<file path="config.mk">
export PLATFORM = sky130hd
export DESIGN_NAME = down_counter_tc_flat
export DESIGN_NICKNAME = d
export VERILOG_FILES = /design/src/rtl/down_counter_tc_if.sv /design/src/rtl/down_counter_tc.sv /design/src/flat_wrapper.sv
export SDC_FILE = /design/constraint.sdc
export NUM_CORES = 1
export LEC_CHECK = 0
export CAP_MARGIN = 20
export CORE_ASPECT_RATIO = 1.1
export CORE_MARGIN = 2
export CORE_UTILIZATION = 47
export CTS_CLUSTER_SIZE = 12
export DETAILED_ROUTE_END_ITERATION = 7
export PLACE_DENSITY_LB_ADDON = 0.2
export SYNTH_ARGS = -nofsm -noshare
export SYNTH_HDL_FRONTEND = slang
export SYNTH_SLANG_ARGS = --single-unit
</file>
<file path="constraint.sdc">
create_clock -name ck -period 3.6 [get_ports ck]
set_clock_uncertainty 0.05 [all_clocks]
set_input_delay 0.72 -clock ck [delete_from_list [all_inputs] [get_ports ck]]
set_output_delay 0.72 -clock ck [all_outputs]
set_load 0.005 [all_outputs]
</file>
<file path="src/rtl/down_counter_tc_if.sv">
// Control and status bundle for down_counter_tc.
// master drives the controls and observes the counter; slave is the counter itself.
interface down_counter_tc_if #(
    parameter int WIDTH = 4,
    parameter int WRAPW = 8
);
    logic             start;
    logic             en;
    logic             ld;
    logic [WIDTH-1:0] ld_val;
    logic [WIDTH-1:0] cnt;
    logic             cnt_tc;
    logic             tc_pulse;
    logic [WRAPW-1:0] wraps;

    modport master (
        output start, en, ld, ld_val,
        input  cnt, cnt_tc, tc_pulse, wraps
    );

    modport slave (
        input  start, en, ld, ld_val,
        output cnt, cnt_tc, tc_pulse, wraps
    );
endinterface

</file>
<file path="src/rtl/down_counter_tc.sv">
// Loadable down-counter with a zero detect, a one-cycle reach-zero pulse and a
// saturating count of zero -> all-ones wraps. Priority per edge: rst > ld > decrement > hold.
module down_counter_tc #(
    parameter int WIDTH     = 4,
    parameter int RESET_VAL = 0,
    parameter int WRAPW     = 8
) (
    input logic              ck,
    input logic              rst,
    down_counter_tc_if.slave bus
);
    localparam logic [WIDTH-1:0] RST_CNT = RESET_VAL[WIDTH-1:0];
    localparam logic [WIDTH-1:0] ONE     = WIDTH'(1);

    logic [WIDTH-1:0] cnt_q, cnt_d;
    logic             tc_pulse_q, tc_pulse_d;
    logic [WRAPW-1:0] wraps_q, wraps_d;
    logic             is_zero;
    logic             dec;

    always_comb begin
        is_zero    = (cnt_q == '0);
        dec        = bus.en & (bus.start | ~is_zero);
        cnt_d      = cnt_q;
        tc_pulse_d = 1'b0;
        wraps_d    = wraps_q;
        if (bus.ld) begin
            cnt_d = bus.ld_val;
        end else if (dec) begin
            cnt_d      = cnt_q - ONE;
            tc_pulse_d = (cnt_q == ONE);
            // Decrementing from zero is the wrap; the tally sticks at all-ones.
            if (is_zero && (wraps_q != '1)) begin
                wraps_d = wraps_q + WRAPW'(1);
            end
        end
    end

    always_ff @(posedge ck) begin
        if (rst) begin
            cnt_q      <= RST_CNT;
            tc_pulse_q <= 1'b0;
            wraps_q    <= '0;
        end else begin
            cnt_q      <= cnt_d;
            tc_pulse_q <= tc_pulse_d;
            wraps_q    <= wraps_d;
        end
    end

    assign bus.cnt      = cnt_q;
    assign bus.cnt_tc   = is_zero;
    assign bus.tc_pulse = tc_pulse_q;
    assign bus.wraps    = wraps_q;
endmodule

</file>
<file path="src/flat_wrapper.sv">
// flat-port wrapper written by rule: the top's interface ports become plain ports
module down_counter_tc_flat 
#(
    parameter int WIDTH     = 4,
    parameter int RESET_VAL = 0,
    parameter int WRAPW     = 8
)
  (ck, rst, bus_start, bus_en, bus_ld, bus_ld_val, bus_cnt, bus_cnt_tc, bus_tc_pulse, bus_wraps);
  down_counter_tc_if #(.WIDTH(WIDTH), .WRAPW(WRAPW)) bus_i ();
  input logic ck;
  input logic rst;
  input wire logic [$bits(bus_i.start)-1:0] bus_start;
  input wire logic [$bits(bus_i.en)-1:0] bus_en;
  input wire logic [$bits(bus_i.ld)-1:0] bus_ld;
  input wire logic [$bits(bus_i.ld_val)-1:0] bus_ld_val;
  output wire logic [$bits(bus_i.cnt)-1:0] bus_cnt;
  output wire logic [$bits(bus_i.cnt_tc)-1:0] bus_cnt_tc;
  output wire logic [$bits(bus_i.tc_pulse)-1:0] bus_tc_pulse;
  output wire logic [$bits(bus_i.wraps)-1:0] bus_wraps;
  assign bus_i.start = bus_start;
  assign bus_i.en = bus_en;
  assign bus_i.ld = bus_ld;
  assign bus_i.ld_val = bus_ld_val;
  assign bus_cnt = bus_i.cnt;
  assign bus_cnt_tc = bus_i.cnt_tc;
  assign bus_tc_pulse = bus_i.tc_pulse;
  assign bus_wraps = bus_i.wraps;
  down_counter_tc #(.WIDTH(WIDTH), .RESET_VAL(RESET_VAL), .WRAPW(WRAPW)) u_core (.ck(ck), .rst(rst), .bus(bus_i));
endmodule
</file>
-- Yosys cells after proc, flatten, opt, wreduce, memory -nomap -nowiden
Index checks and enable logic that the tools add are counted.
- reduce and logical (&&, ||, !) cells: 5
- eq/ne operators: 2
- multiplexer cells: 2
- add/sub/neg operators: 2
- bitwise operators: 5
- operator list (cell ; number):
    8-bit by 1-bit adder with 8-bit output, second input constant ; 1
    4-bit two-way mux ; 2
    8-bit inequality test, second input constant ; 1
    4-bit by 1-bit equality test with 1-bit output, second input constant ; 1
    4-bit zero test ; 1
    4-bit by 1-bit subtractor with 4-bit output, second input constant ; 1
    1-bit NOT ; 3
    3-bit AND reduction ; 1
    3-bit OR reduction ; 1
    2-bit nonzero test ; 1
    1-bit AND ; 1
    1-bit logical AND ; 1
    1-bit OR ; 1
- register bits after elaboration: 13
- output and inout port bits: 14
- word-level logic and storage cells: 19

-- Logic depth before layout (Yosys ltp)
Gate-level depths: netlist of run 1.
- depth after elaboration: 6
- depth in mapped cells: 6
- gate-level depth less buffers: 6

-- Least setup slack after synthesis of run 1
No wires, ideal clock.
- path kind: input to register
- start: in bus_ld
- end: reg u_core.wraps_q[5], in the netlist u_core.bus.wraps[5]
- arrival time: 1.718 ns
- setup slack: 1.711 ns
- buffers on the path: 0
- library setup time: 0.121 ns
- stages on the path: 4
- cell sequence: nand4b_1 > nor3_1 > nand4_1 > mux2_2
- word-level cells in the longest chain between the ends: 2
- ends and longest elaborated chain (item ; line ; text):
    from (decl) ; flat_wrapper.sv:14 ; input wire logic [$bits(bus_i.ld)-1:0] bus_ld;
    1-bit NOT (no source line) ; -- ;
    3-bit AND reduction (no source line) ; -- ;
    to (signal assigned) ; down_counter_tc.sv:47 ; wraps_q <= wraps_d;
    to (decl) ; down_counter_tc.sv:17 ; logic [WRAPW-1:0] wraps_q, wraps_d;
No other way between the ends.
A chain may end at the register's enable or synchronous reset.

-- Worst setup path after layout of run 1
- start: reg u_core.cnt_q[0], in the netlist u_core.bus.cnt[0]
- end: out bus_cnt_tc
- word-level cells in the longest chain between the ends: 1
- ends and longest elaborated chain (item ; line ; text):
    from (decl) ; down_counter_tc.sv:15 ; logic [WIDTH-1:0] cnt_q, cnt_d;
    from (signal assigned) ; down_counter_tc.sv:45 ; cnt_q <= cnt_d;
    4-bit zero test ; down_counter_tc.sv:22 ; is_zero = (cnt_q == '0);
    to (decl) ; flat_wrapper.sv:17 ; output wire logic [$bits(bus_i.cnt_tc)-1:0] bus_cnt_tc;
No other way between the ends.

==> results of run 1 <==
sequential cells by signal, summed over array words and instances, names as in the netlist:
name                 flops
u_core.bus.tc_pulse      1
u_core.bus.cnt           4
u_core.bus.wraps         8
worst paths after layout:
path | endpoint | start | slack, ns | cells past startpoint
max | bus_cnt_tc | u_core.bus.cnt[0] | 1.22 | 4
min | u_core.bus.wraps[1] | u_core.bus.wraps[1] | 0.47 | 2
max reg2reg | u_core.bus.wraps[5] | u_core.bus.cnt[0] | 1.65 | 6
min reg2reg | u_core.bus.wraps[1] | u_core.bus.wraps[1] | 0.47 | 2
through the flow:
stage,utilization [%],setup slack (ns),hold slack [ns]
2_1_floorplan,-,1.71,0.443
3_3_place_gp,67.2,1.02,0.449
3_5_place_dp,67.2,0.936,0.457
4_1_cts,69.1,1.21,0.468
5_1_grt,69.1,1.07,0.527
6_report,69.1,1.22,0.467
cells in the mapped netlist:
master,instances
dfxtp_1,13
nor2_1,8
a21oi_1,7
nand2_1,6
nor3_1,5
nand3_1,4
ha_1,3
inv_1,3
xnor2_1,3
a2111oi_0,2
mux2_2,2
nand2b_1,2
nand4_1,2
nor2b_1,2
o21ai_0,2
or3_1,2
a2111o_1,1
a211oi_1,1
a311o_1,1
a311oi_1,1
a31oi_1,1
and2_1,1
and4_1,1
and4b_1,1
buf_6,1
clkbuf_1,1
mux2i_1,1
nand3b_1,1
nand4b_1,1
nor3b_1,1
o21a_1,1
o21bai_1,1
or2_1,1
or4b_1,1
cell type report:
type,instances,area [um^2],area share [%]
inverter,3,11.3,1.16
multi-input combinational,66,430,44.4
clock buffer,4,26.3,2.71
tap,16,20.0,2.07
sequential,13,260,26.9
timing repair buffer,22,220,22.7
worst max-delay path, stage by stage (launching register included):
cell and delay [ns]:
dfxtp_1 0.41, inv_1 0.10, ha_1 0.24, and2_1 0.15
clkdlybuf4s50_1 0.44
logic make-up after synthesis:
family | share of synthesized area [%]
mux | 4.54
flops | 36.3
xor+xnor | 3.67
fa+ha+maj | 5.24
compound gates | 16.9
buf+inv | 3.66
simple gates | 29.7
power groups by stage:
| stage | sequential (W) | combinational [W] | clock [W] |
|---|---|---|---|
| 3_3_place_gp | 0.000157 | 0.0000546 | 0 |
| 6_report | 0.000154 | 0.0000559 | 0.0000920 |
| 2_1_floorplan | 0.000157 | 0.0000280 | 0 |
| 4_1_cts | 0.000154 | 0.0000560 | 0.0000935 |
| 3_5_place_dp | 0.000158 | 0.0000560 | 0 |
| 5_1_grt | 0.000155 | 0.0000627 | 0.000100 |
metal layers:
layer  vias up  share of wire (%)  track usage [%]
met2        24                 44             29.1
met3         2                6.1             5.91
met5         -                  0                0
met1       305                 50             27.2
li1        359                  -                -
met4         0               0.45             5.81
==> impl_metrics.ini, run 1 <==
[yosys]
ys_seq_elements = 13
syn-cell-area_um2 = 717
ys_top_cells_by_area = dfxtp_1 (36%), ha_1 (5.2%), a21oi_1 (4.9%), nor2_1 (4.2%), xnor2_1 (3.7%)
ys_seq_area_share_pct = 36.3
netlist_instances = 84
synth.distinct_cells = 34
yosys_warnings = 0
synth_top_area_share_pct = 36.3
synth_area_leader_cell = dfxtp_1
synth.net_count = 96
avgSynthCellArea_um2 = 8.53

[cells_and_area]
design_area_um2 = 968
fin_cells = 124
nets = 121
mostFrequentLayoutCells = clkdlybuf4s50_1 (22), dfxtp_1 (13), nor2_1 (8), a21oi_1 (7), nand2_1 (6)
final_layout_size_suffix_gt1_share_pct = 4.63
syn_to_final_growth_pct = 35.1
fillers = 132
antenna_cells = 0
layout_commonest_cell = clkdlybuf4s50_1

[clock_network]
clkTransAtPathRegs_ns = 0.08
cts.path.max_buffers = 2
clock_tree.root_cell = clkbuf_4
numCtsBuffers = 3
hold_buffers = 0
ctsResizeCount = 0
insertion_delay_ns = 0.28
tritoncts = done
postCtsSetupBuffers = 0
cts-htree-levels = 1
cts_sinks = 13

[worst_setup_path]
crit_type = reg -> out
end_kind = output port
crit_required_ns = 2.83
cp.arrival_ns = 1.61
cp_max_fo = 4
critPathLaunchType = flip-flop

[route]
avgViaCountPerCell = 5.56
drt_iter0_drc = 20
postRouteAntennaNets = 0
firstDrtPassIters = 4
via_count = 690
drt_wl_total_um = 1570
drc = 0
wl_per_cell_um = 12.7

[placed_design]
portBuffers = 22
dp_hpwl_um = 1140
gp_congestion = 0.845
dp.cells = 120
place_area_um2 = 942

[pwr]
switchingPower_w = 0.0000786
power_frac_seq_pct = 51.1
clockPowerShare_pct = 30.5
p_int_w = 0.000223
leakagePower_nw = 0.342
comb_power_share_pct = 18.5
power_w = 0.000302
ir_worst_vdd_v = 0.000199
netSwitchingFraction_pct = 26.0
powerDensity_mw_per_mm2 = 312

[floorplanning]
core_mm2 = 0.00140
start_util_pct = 51.2
die-area_mm2 = 0.00185
rows = 14
boundaryPins = 23
die_x_um = 41.2
die_h_um = 45.0

[grt]
antenna_found_initial = 0
grt_max_degree = 17
grt_pass1_wl_um = 2500
grt_usage_pct = 19.7
overflow = 0
grt_pass1_vias = 599

[sta]
hold_viol = 0
relSlewSlack_pct = 65.1
period_share_pct = 66.2
finalMaxSlewViolations = 0
max_freq_mhz = 419
setup_violations = 0
grt_setup_unrepaired = no
period_needed_ns = 2.38
worst_pin_slew_ns = 0.510
fin_setup_tns_ns = 0

[status]
outcome = complete, no violations

[run]
maxCapViolCount = 0

[hold_path]
hp-class = reg -> reg
Note: power is estimated with default switching activity, not from simulation.
==> run 2, diff against run 1 <==
Settings changed: CORE_UTILIZATION 47 to 40.
Clock period 3.6 ns to 2.15 ns, I/O delays scaled along.
==> run 2 against run 1 <==
Non-clock buffer count increased by 3. Sequential power increased by 68%. Sequential share of layout area decreased by 0.58 points. Worst hold slack improved by 0.0097 ns. Design area increased by 2.7%. Critical endpoint unchanged. Die area increased by 16%. Flip-flop and latch count unchanged. Via count increased by 4.6%.
==> impl_metrics.ini, run 2 (same netlist as run 1, synthesis figures left out) <==
[pwr]
power_frac_seq_pct = 50.8
power_w = 0.000509
p_int_w = 0.000377
comb_power_share_pct = 19.1
ir_worst_vdd_v = 0.000288
switchingPower_w = 0.000132
netSwitchingFraction_pct = 25.9
leakagePower_nw = 0.357
clockPowerShare_pct = 30.1
powerDensity_mw_per_mm2 = 512

[sta]
period_share_pct = 95.7
grt_setup_unrepaired = no
fin_setup_tns_ns = 0
setup_ws_ns = 0.0924
max_freq_mhz = 486
hold_viol = 0
period_needed_ns = 2.06
setup_violations = 0
relSlewSlack_pct = 64.0
finalMaxSlewViolations = 0
worst_pin_slew_ns = 0.538
hold_ws_ns = 0.476

[grt]
overflow = 0
use_met2_pct = 27.5
grt_usage_pct = 17.3
gr-usage-met3_pct = 4.10
antenna_found_initial = 0
grtUsageMet1_pct = 22.4
grt_max_degree = 17
grt_pass1_wl_um = 2860
busiest_layer = met2
grt_pass1_vias = 694

[status]
outcome = complete, no violations

[cells_and_area]
mostFrequentLayoutCells = clkdlybuf4s50_1 (22), dfxtp_1 (12), nor2_1 (8), a21oi_1 (7), nand2_1 (6)
largest_reg_flops = 8
final_layout_size_suffix_gt1_share_pct = 8.11
fillers = 176
fin_cells = 129
nets = 124
multi_input_area_um2 = 430
syn_to_final_growth_pct = 38.7
antenna_cells = 0
final-seq-area_um2 = 262
layout_commonest_cell = clkdlybuf4s50_1

[route]
via_count = 722
drt_iter0_drc = 7
drc = 0
avgViaCountPerCell = 5.60
drt_wl_total_um = 1630
firstDrtPassIters = 4
postRouteAntennaNets = 0
wl_per_cell_um = 12.6

[worst_setup_path]
cp_max_fo = 4
worstRegToRegCells = 5
crit_path_end = bus_cnt_tc
crit_required_ns = 1.67
r2r_end = u_core.bus.wraps[6]
crit_type = reg -> out
cp-startpoint = u_core.bus.cnt[0]
end_kind = output port
r2r-start = u_core.bus.wraps[0]
rrSetupSlack_ns = 0.33
critPathLaunchType = flip-flop
cp.arrival_ns = 1.58

[clock_network]
postCtsSetupBuffers = 0
tritoncts = done
numCtsBuffers = 3
cts_sinks = 13
cts-htree-levels = 1
insertion_delay_ns = 0.28
cts.path.max_buffers = 2
clkTransAtPathRegs_ns = 0.08
clock_tree.root_cell = clkbuf_4

[hold_path]
hp-class = reg -> reg

[placed_design]
dp_hpwl_um = 1240
preCtsSetupSlack_ns = 0.0759
gp_congestion = 0.745
dp.cells = 125
portBuffers = 22

[run]
maxCapViolCount = 0

[floorplanning]
boundaryPins = 23
rows = 16
die_x_um = 44.4
die-area_mm2 = 0.00215
die_h_um = 48.4
start_util_pct = 41.2
core_mm2 = 0.00174
## run 2: changes by cell type in the layout (fill, tap and decap cells not counted), sizes merged
cell,change
buf,+3
## run 2: final cells by class
type	count	share of cell area, %
Clock buffer	4	2.64
Multi-Input combinational cell	66	43.3
Sequential cell	13	26.3
Timing Repair Buffer	25	24.4
Inverter	3	1.13
Tap cell	18	2.26
## run 2: routing by layer
| layer | routed length (um) | share of wire, % |
|---|---|---|
| met4 | 19 | 1.2 |
| met5 | 0 | 0 |
| met2 | 762 | 47 |
| met3 | 75 | 4.6 |
| met1 | 769 | 47 |
## run 2: critical path, cell delays in order (launching register included)
cell and delay (ns):
dfxtp_2 0.35, inv_1 0.09, ha_1 0.21, and2_1 0.15
clkdlybuf4s50_1 0.50
## run 2: worst min path at each step
stage | from | endpoint | slack [ns] | cells past startpoint
2_1_floorplan | u_core.bus.wraps[1] | u_core.bus.wraps[1] | 0.44 | 2
3_3_place_gp | u_core.bus.wraps[1] | u_core.bus.wraps[1] | 0.45 | 2
3_5_place_dp | u_core.bus.wraps[1] | u_core.bus.wraps[1] | 0.47 | 2
4_1_cts | u_core.bus.wraps[1] | u_core.bus.wraps[1] | 0.48 | 2
5_1_grt | u_core.bus.wraps[6] | u_core.bus.wraps[6] | 0.52 | 2
6_report | u_core.bus.wraps[1] | u_core.bus.wraps[1] | 0.48 | 2
## run 2: repair_timing
action,CTS,global route
gates resized for setup,0,1
hold buffers,0,0
setup endpoints to repair,0,1
## run 2: through the flow
step	area (um^2)	util (%)
after floorplan	717	-
after global placement	967	55.5
after detailed placement	967	55.5
after CTS	993	57.0
after global routing	995	57.1
final	995	57.1
## run 2: power by group through the flow
| stage | combinational [W] | sequential, W | clock (W) |
|---|---|---|---|
| after global placement | 0.0000957 | 0.000264 | 0 |
| after global routing | 0.000108 | 0.000260 | 0.000175 |
| final | 0.0000971 | 0.000259 | 0.000153 |
| after CTS | 0.0000981 | 0.000258 | 0.000162 |
| after floorplan | 0.0000469 | 0.000262 | 0 |
| after detailed placement | 0.0000975 | 0.000264 | 0 |
==> run 3, diff against run 2 <==
Settings changed: CORE_ASPECT_RATIO 1.1 to default, TNS_END_PERCENT from default to 10.
==> run 3 against run 2 <==
Worst hold slack lost 0.0051 ns. Die area barely moved. Power shrank 0.78%. Critical endpoint unchanged.
==> impl_metrics.ini, run 3 (same netlist as run 1, synthesis figures left out) <==
[floorplanning]
rows = 15
start_util_pct = 42.0
boundaryPins = 23
die-area_mm2 = 0.00215
core_mm2 = 0.00171
die_x_um = 46.3
die_h_um = 46.3

[placed_design]
gp_congestion = 0.800
preCtsSetupSlack_ns = 0.0343
portBuffers = 22
dp_hpwl_um = 1230

[grt]
grt_usage_pct = 17.7
grt_pass1_vias = 630
antenna_found_initial = 0
grt_max_degree = 13
grt_pass1_wl_um = 2700
overflow = 0

[route]
drt_wl_total_um = 1560
avgViaCountPerCell = 5.23
via_count = 716
wl_per_cell_um = 11.4
drc = 0
drt_iter0_drc = 18
firstDrtPassIters = 4
postRouteAntennaNets = 0

[clock_network]
clkTransAtPathRegs_ns = 0.08
cts_sinks = 13
clock_tree.root_cell = clkbuf_4
postCtsSetupBuffers = 0
ctsResizeCount = 0
cts-htree-levels = 1
tritoncts = done
cts.path.max_buffers = 2
hold_buffers = 0
insertion_delay_ns = 0.27
numCtsBuffers = 3

[cells_and_area]
largest_reg_flops = 8
syn_to_final_growth_pct = 40.8
fillers = 156
nets = 125
final_layout_size_suffix_gt1_share_pct = 8.04
mostFrequentLayoutCells = clkdlybuf4s50_1 (22), dfxtp_1 (13), nor2_1 (8), a21oi_1 (7), nand2_1 (6)
layout_commonest_cell = clkdlybuf4s50_1
antenna_cells = 0

[hold_path]
hp-class = reg -> reg

[worst_setup_path]
critPathLaunchType = flip-flop
crit_type = reg -> out
r2r-start = u_core.bus.cnt[0]
crit_required_ns = 1.67
cp.arrival_ns = 1.58
end_kind = output port
crit_path_end = bus_cnt_tc
worstRegToRegCells = 6
cp_max_fo = 4
rrSetupSlack_ns = 0.32
cp-startpoint = u_core.bus.cnt[0]
r2r_end = u_core.bus.wraps[6]

[sta]
period_share_pct = 95.6
period_needed_ns = 2.06
hold_ws_ns = 0.471
max_freq_mhz = 486
hold_viol = 0
fin_setup_tns_ns = 0
grt_setup_unrepaired = no
worst_pin_slew_ns = 0.490
relSlewSlack_pct = 66.5
setup_violations = 0
finalMaxSlewViolations = 0
setup_ws_ns = 0.0940

[pwr]
power_w = 0.000505
leakagePower_nw = 0.361
ir_worst_vdd_v = 0.000403
powerDensity_mw_per_mm2 = 500

[status]
outcome = complete, no violations

[run]
maxCapViolCount = 0
run 3: cell count changes in the layout (fill, tap and decap cells not counted), sizes merged:
cell	before	now
buf	3	4
run 3: how the worst min path moves through the flow:
stage | from | to | slack (ns) | cells after the start
CTS | u_core.bus.wraps[1] | u_core.bus.wraps[1] | 0.48 | 2
finish | u_core.bus.wraps[1] | u_core.bus.wraps[1] | 0.47 | 2
floorplan | u_core.bus.wraps[1] | u_core.bus.wraps[1] | 0.44 | 2
global route | u_core.bus.wraps[1] | u_core.bus.wraps[1] | 0.51 | 2
detailed placement | u_core.bus.wraps[1] | u_core.bus.wraps[1] | 0.46 | 2
global placement | u_core.bus.wraps[1] | u_core.bus.wraps[1] | 0.45 | 2
run 3: metrics by stage:
| step | util [%] | cells | instance area (um^2) |
|---|---|---|---|
| finish | 59.1 | 137 | 1010 |
| global route | 59.1 | 137 | 1010 |
| CTS | 59.1 | 137 | 1010 |
| detailed placement | 57.6 | 133 | 983 |
| global placement | 57.6 | 133 | 983 |
| floorplan | - | 84 | 717 |
run 3: layout make-up:
type / count / area (um^2) / share of cell area, %
repair buffers: 26 / 250 / 24.8
clock buffers: 4 / 26.3 / 2.60
multi-input cells: 66 / 430 / 42.6
inverters: 3 / 11.3 / 1.12
flip-flops and latches: 13 / 260 / 25.8
well taps: 25 / 31.3 / 3.10
run 3: critical path, stage by stage, from the launching register on:
cell and delay, ns:
dfxtp_1 0.39, inv_1 0.09, ha_1 0.24, and2_1 0.15, clkdlybuf4s50_1 0.43
run 3: where the power goes:
group | internal (W) | switching (W)
logic | 0.0000579 | 0.0000407
clock network | 0.0000718 | 0.0000769
registers | 0.000248 | 0.00000988
total | 0.000378 | 0.000127
run 3: metal layers:
layer  wire length (um)  vias to the layer above  GRT usage, %
met5                  0                        -             0
met4                 19                        0          8.57
met3                 80                        2          6.27
met2                739                       17          27.5
met1                722                      327          21.4
li1                   -                      370             -
==> variant 1 (settings of run 3) <==
`WRAPW` is set to 8 in 3 places; all go to 7.
--- a/src/rtl/down_counter_tc_if.sv
+++ b/src/rtl/down_counter_tc_if.sv
@@ -2,7 +2,7 @@
 // master drives the controls and observes the counter; slave is the counter itself.
 interface down_counter_tc_if #(
     parameter int WIDTH = 4,
-    parameter int WRAPW = 8
+    parameter int WRAPW = 7
 );
     logic             start;
     logic             en;
--- a/src/rtl/down_counter_tc.sv
+++ b/src/rtl/down_counter_tc.sv
@@ -3,7 +3,7 @@
 module down_counter_tc #(
     parameter int WIDTH     = 4,
     parameter int RESET_VAL = 0,
-    parameter int WRAPW     = 8
+    parameter int WRAPW     = 7
 ) (
     input logic              ck,
     input logic              rst,
--- a/src/flat_wrapper.sv
+++ b/src/flat_wrapper.sv
@@ -3,7 +3,7 @@
 #(
     parameter int WIDTH     = 4,
     parameter int RESET_VAL = 0,
-    parameter int WRAPW     = 8
+    parameter int WRAPW     = 7
 )
   (ck, rst, bus_start, bus_en, bus_ld, bus_ld_val, bus_cnt, bus_cnt_tc, bus_tc_pulse, bus_wraps);
   down_counter_tc_if #(.WIDTH(WIDTH), .WRAPW(WRAPW)) bus_i ();
Interface: changed (resized bus_wraps); port bits go from 23 to 22. No check against the original RTL was run, so the function may have changed too.
==> variant 1 against run 3 <==
  * First-iteration DRC count shrank 33%
  * Final cell count shrank 15%
  * Design area shrank 7.9%
  * Routed wire length shrank 3.9%
  * Total power grew 1.9%
  * Via count shrank 8.2%
  * Critical path depth grew 1
  * Sequential cell count shrank 1
  * Worst setup slack gained 0.26 ns
  * Synthesized area shrank 12%
  * Fmax grew 14%
  * Sequential share of layout area grew 0.067 points
  * Clock power grew 17%
==> variant 1: results (changes against run 3) <==
- Post-synth cell types: 29 (was 34)
- Initial DRC Count: 12 (was 18)
- Maximum VDD drop: 0.000283 V (was 0.000403 V)
- Worst-path clk slew: 0.08 ns (about the same)
- Max FFs per register: 7 (was 8)
- Post-synthesis sequential area ratio: 38.1% (was 36.3%)
- Layout cells sized above 1: 10.9% (was 8.04%)
- Dpl hpwl: 1140 um (was 1230 um)
- Avg WL per Cell: 12.8 um (was 11.4 um)
- Pin count of the biggest net entering global routing: 13 (unchanged)
- Outcome: finished clean (unchanged)
- Number of port buffers: 21 (was 22)
- Post-CTS setup buffer count: 0 (unchanged)
- Syn_nets: 87 (was 96)
- First-pass GRT wire length: 2420 um (was 2700 um)
- Top fanout value on the critical path: 4 (unchanged)
- Worst slack, placed: 0.102 ns (was 0.0343 ns)
- Worst Setup EP: u_core.bus.cnt[0] (was bus_cnt_tc)
- Worst r2r src: u_core.bus.cnt[1] (was u_core.bus.cnt[0])
- 1st-pass router iterations: 4 (unchanged)
- Dominant delay contributor by cell family on the critical path: simple AND/OR/NAND/NOR gates (was buffers and inverters)
- DR vias/cell: 5.62 (was 5.23)
- Leak Pwr: 0.343 nW (was 0.361 nW)
- WHS: 0.459 ns (was 0.471 ns)
- Clk_lat worst skew: 0.26 ns
- Nets: 114 (was 125)
- Final setup viols: 0 (unchanged)
- Total GRT Usage: 16.9% (was 17.7%)
- Hold path endpoint: u_core.bus.wraps[6] (was u_core.bus.wraps[1])
- Post-CTS Resized: 2 (was 0)
- CP max stage cell: or4b_4 (was clkdlybuf4s50_1)
- WHS Path Cells: 2 (unchanged)
- Filler cell count: 129 (was 156)
- Antenna violations before repair: 0 (unchanged)
- WL final: 1500 um (was 1560 um)
- GP Congestion: 0.753 (was 0.800)
- Slew headroom: 69.8% (was 66.5%)
- CP Launch Point: bus_start (was u_core.bus.cnt[0])
- Vias in the first global route: 587 (was 630)
- Avg Cell Area, Syn: 8.41 um^2 (was 8.53 um^2)
- Final setup margin: 0.350 ns (was 0.0940 ns)
- Hold_sp: u_core.bus.wraps[6] (was u_core.bus.wraps[1])
- Placed cell area: 878 um^2 (was 983 um^2)
- Top cells by count, synth: dfxtp_1 (12), a21oi_1 (10), inv_1 (5) (was dfxtp_1 (13), nor2_1 (8), a21oi_1 (7))
- Critical Path Max Stage Delay: 0.53 ns (was 0.43 ns)
- Flop2flop setup slack: 0.42 ns (was 0.32 ns)
- Main area contributors after synthesis: dfxtp_1 (38%), a21oi_1 (7.9%), ha_1 (6.0%) (was dfxtp_1 (36%), ha_1 (5.2%), a21oi_1 (4.9%))
- Sequential standard cell area: 240 um^2 (was 260 um^2)
variant 1: changes by cell type in the layout (fill, tap and decap cells not counted), sizes merged, moves of 2 or more:
cell and delta:
clkdlybuf4s50 -2, o31ai +4, nand2b -2, a21oi +3
nor3 -3, or3 +2, nor2 -4, inv +2
nor2b -2, xnor2 -2, nand2 -2, mux2 -2
a2111oi -2
variant 1: worst reg2reg max path, stage by stage, from the launching register on:
cell      delay [ns]
dfxtp_1         0.34
inv_1           0.11
ha_4            0.16
or4b_4          0.48
nand2_1         0.13
xnor2_1         0.07
a211oi_1        0.28
variant 1: layout make-up:
type,count,area share (%)
Multi-Input combinational cell,55,40.0
Timing Repair Buffer,25,26.1
Sequential cell,12,25.8
Clock buffer,4,3.90
Tap cell,16,2.15
Inverter,5,2.02
variant 1: kinds of logic after synthesis:
logic type,Yosys count,share of synthesized area [%]
simple gates,26,24.8
compound gates,25,24.8
flops,12,38.1
buf+inv,8,4.96
fa+ha+maj,3,5.95
xor+xnor,1,1.39
variant 1: metal layers:
layer | vias up | part of all wire (%) | global-route usage, % | routed length (um)
met3 | 2 | 4.7 | 4.17 | 71
li1 | 334 | - | - | -
met4 | 0 | 0.87 | 5.45 | 13
met5 | - | 0 | 0 | 0
met2 | 16 | 51 | 30.0 | 764
met1 | 305 | 43 | 19.8 | 651
variant 1: report_power, final:
group | switching [mW] | leakage (nW) | internal [mW]
registers | 0.0102 | 0.0977 | 0.229
clock network | 0.0725 | 0.0210 | 0.103
logic | 0.0404 | 0.224 | 0.0597
==> variant 2 (settings of run 3) <==
Without the edit above. Reset style: asynchronous (`rst`), changed in one clocked block.
--- a/src/rtl/down_counter_tc.sv
+++ b/src/rtl/down_counter_tc.sv
@@ -36,7 +36,7 @@
         end
     end
 
-    always_ff @(posedge ck) begin
+    always_ff @(posedge ck or posedge rst) begin
         if (rst) begin
             cnt_q      <= RST_CNT;
             tc_pulse_q <= 1'b0;
Check against the original RTL: differs if rst is asserted again (counterexample within 4 cycles, from zero or initial values and one cycle with rst high); with rst held inactive, the same outputs for 10 cycles.
==> variant 2 against run 3 <==
  * Final cell count decreased by 5.8%
  * Routed wire length decreased by 3.7%
  * Synthesized area increased by 2.3%
  * Worst setup slack improved by 0.14 ns
  * Design area increased by 3.1%
  * Sequential cell count unchanged
  * Via count decreased by 7.5%
  * Combinational power increased by 72%
  * Global-route usage decreased by 1.6 points
  * Total power increased by 25%
  * Critical path depth unchanged
  * Largest power group unchanged
==> variant 2: results (changes against run 3) <==
- Top cells by count, synth: dfrtp_1 (13), nand2_1 (11), nor2_1 (5) (was dfxtp_1 (13), nor2_1 (8), a21oi_1 (7))
- WP data arrival: 1.43 ns (was 1.58 ns)
- First-pass GRT wire length: 2440 um (was 2700 um)
- Avg Cell Area, Syn: 9.78 um^2 (was 8.53 um^2)
- CP Launch Point: u_core.bus.cnt[0] (unchanged)
- Post-synthesis sequential area ratio: 44.4% (was 36.3%)
- Post-synthesis mux area share: 5.12% (was 4.54%)
- Worst slack, placed: -0.0398 ns (was 0.0343 ns)
- Outcome: finished clean (unchanged)
- Comb power frac: 26.9% (was 19.5%)
- Dominant delay contributor by cell family on the critical path: flip-flops (was buffers and inverters)
- Total number of vias: 662 (was 716)
- Final Power: 0.631 mW (was 0.505 mW)
- Worst r2r path cells: 4 (was 6)
- Vias in the first global route: 552 (was 630)
- Filler cell count: 169 (was 156)
- Worst-path clk slew: 0.08 ns (about the same)
- Fin crit share: 89.0% (was 95.6%)
- Switching pwr: 0.179 mW (was 0.127 mW)
- RR Endpoint: u_core.bus.wraps[5] (was u_core.bus.wraps[6])
- Post-synthesis compound-gate area fraction: 13.7% (was 16.9%)
- Maximum VDD drop: 0.000342 V (was 0.000403 V)
- Main area contributors after synthesis: dfrtp_1 (44%), nand2_1 (5.6%), ha_1 (5.1%) (was dfxtp_1 (36%), ha_1 (5.2%), a21oi_1 (4.9%))
- Clk_lat worst skew: 0.27 ns (about the same)
- Worst r2r src: u_core.bus.cnt[2] (was u_core.bus.cnt[0])
- GP Congestion: 0.781 (was 0.800)
- Slew headroom: 67.0% (was 66.5%)
- Avg WL per Cell: 11.7 um (was 11.4 um)
- Post-synth cell types: 33 (was 34)
- CP max stage cell: dfrtp_1 (was clkdlybuf4s50_1)
- Top fanout value on the critical path: 5 (was 4)
- Initial DRC Count: 14 (was 18)
- Pin count of the biggest net entering global routing: 14 (was 13)
- H-tree depth: 1 (unchanged)
- Dpl hpwl: 1140 um (was 1230 um)
- Synth Area in XOR/XNOR: 2.39% (was 3.66%)
- Placed cells: 125 (was 133)
- Ys async rst share: 100% (was 0%)
- Total GRT Usage: 16.0% (was 17.7%)
- WHS: 0.422 ns (was 0.471 ns)
- Leak Pwr: 0.443 nW (was 0.361 nW)
- Post-synth top area share: 44.4% (was 36.3%)
- Class of the worst hold path: in2async (was reg2reg)
- Nets: 117 (was 125)
- Synth Area in Adders: 5.12% (was 5.24%)
- Layout cells sized above 1: 14.4% (was 8.04%)
- Placed cell area: 1010 um^2 (was 983 um^2)
- DR vias/cell: 5.13 (was 5.23)
- Syn_nets: 87 (was 96)
==> variant 2: cell types whose count changed after synthesis, moves of 3 or more <==
| cell | change |
|---|---|
| a21oi_1 | -3 |
| nand2_1 | +5 |
| dfxtp_1 | -13 |
| nor2_1 | -3 |
| nor3_1 | -3 |
| dfrtp_1 | +13 |
==> variant 2: repair_timing <==
action / CTS / global route
gates resized for setup: 2 / 0
setup endpoints to repair: 1 / 0
buffers inserted: 0 / 0
==> variant 2: routing by layer <==
layer	GRT usage, %	wire length (um)	vias up
met1	21.9	703	304
met4	5.00	13	0
met3	6.92	101	2
met5	0	0	-
met2	23.0	686	24
li1	-	-	332
==> variant 2: layout make-up <==
cell class / instances / area (um^2) / area share, %
clock buffers: 4 / 26.3 / 2.52
well taps: 25 / 31.3 / 3.00
inverters: 4 / 15.0 / 1.44
repair buffers: 26 / 249 / 23.9
flip-flops and latches: 13 / 325 / 31.2
multi-input cells: 57 / 394 / 37.9
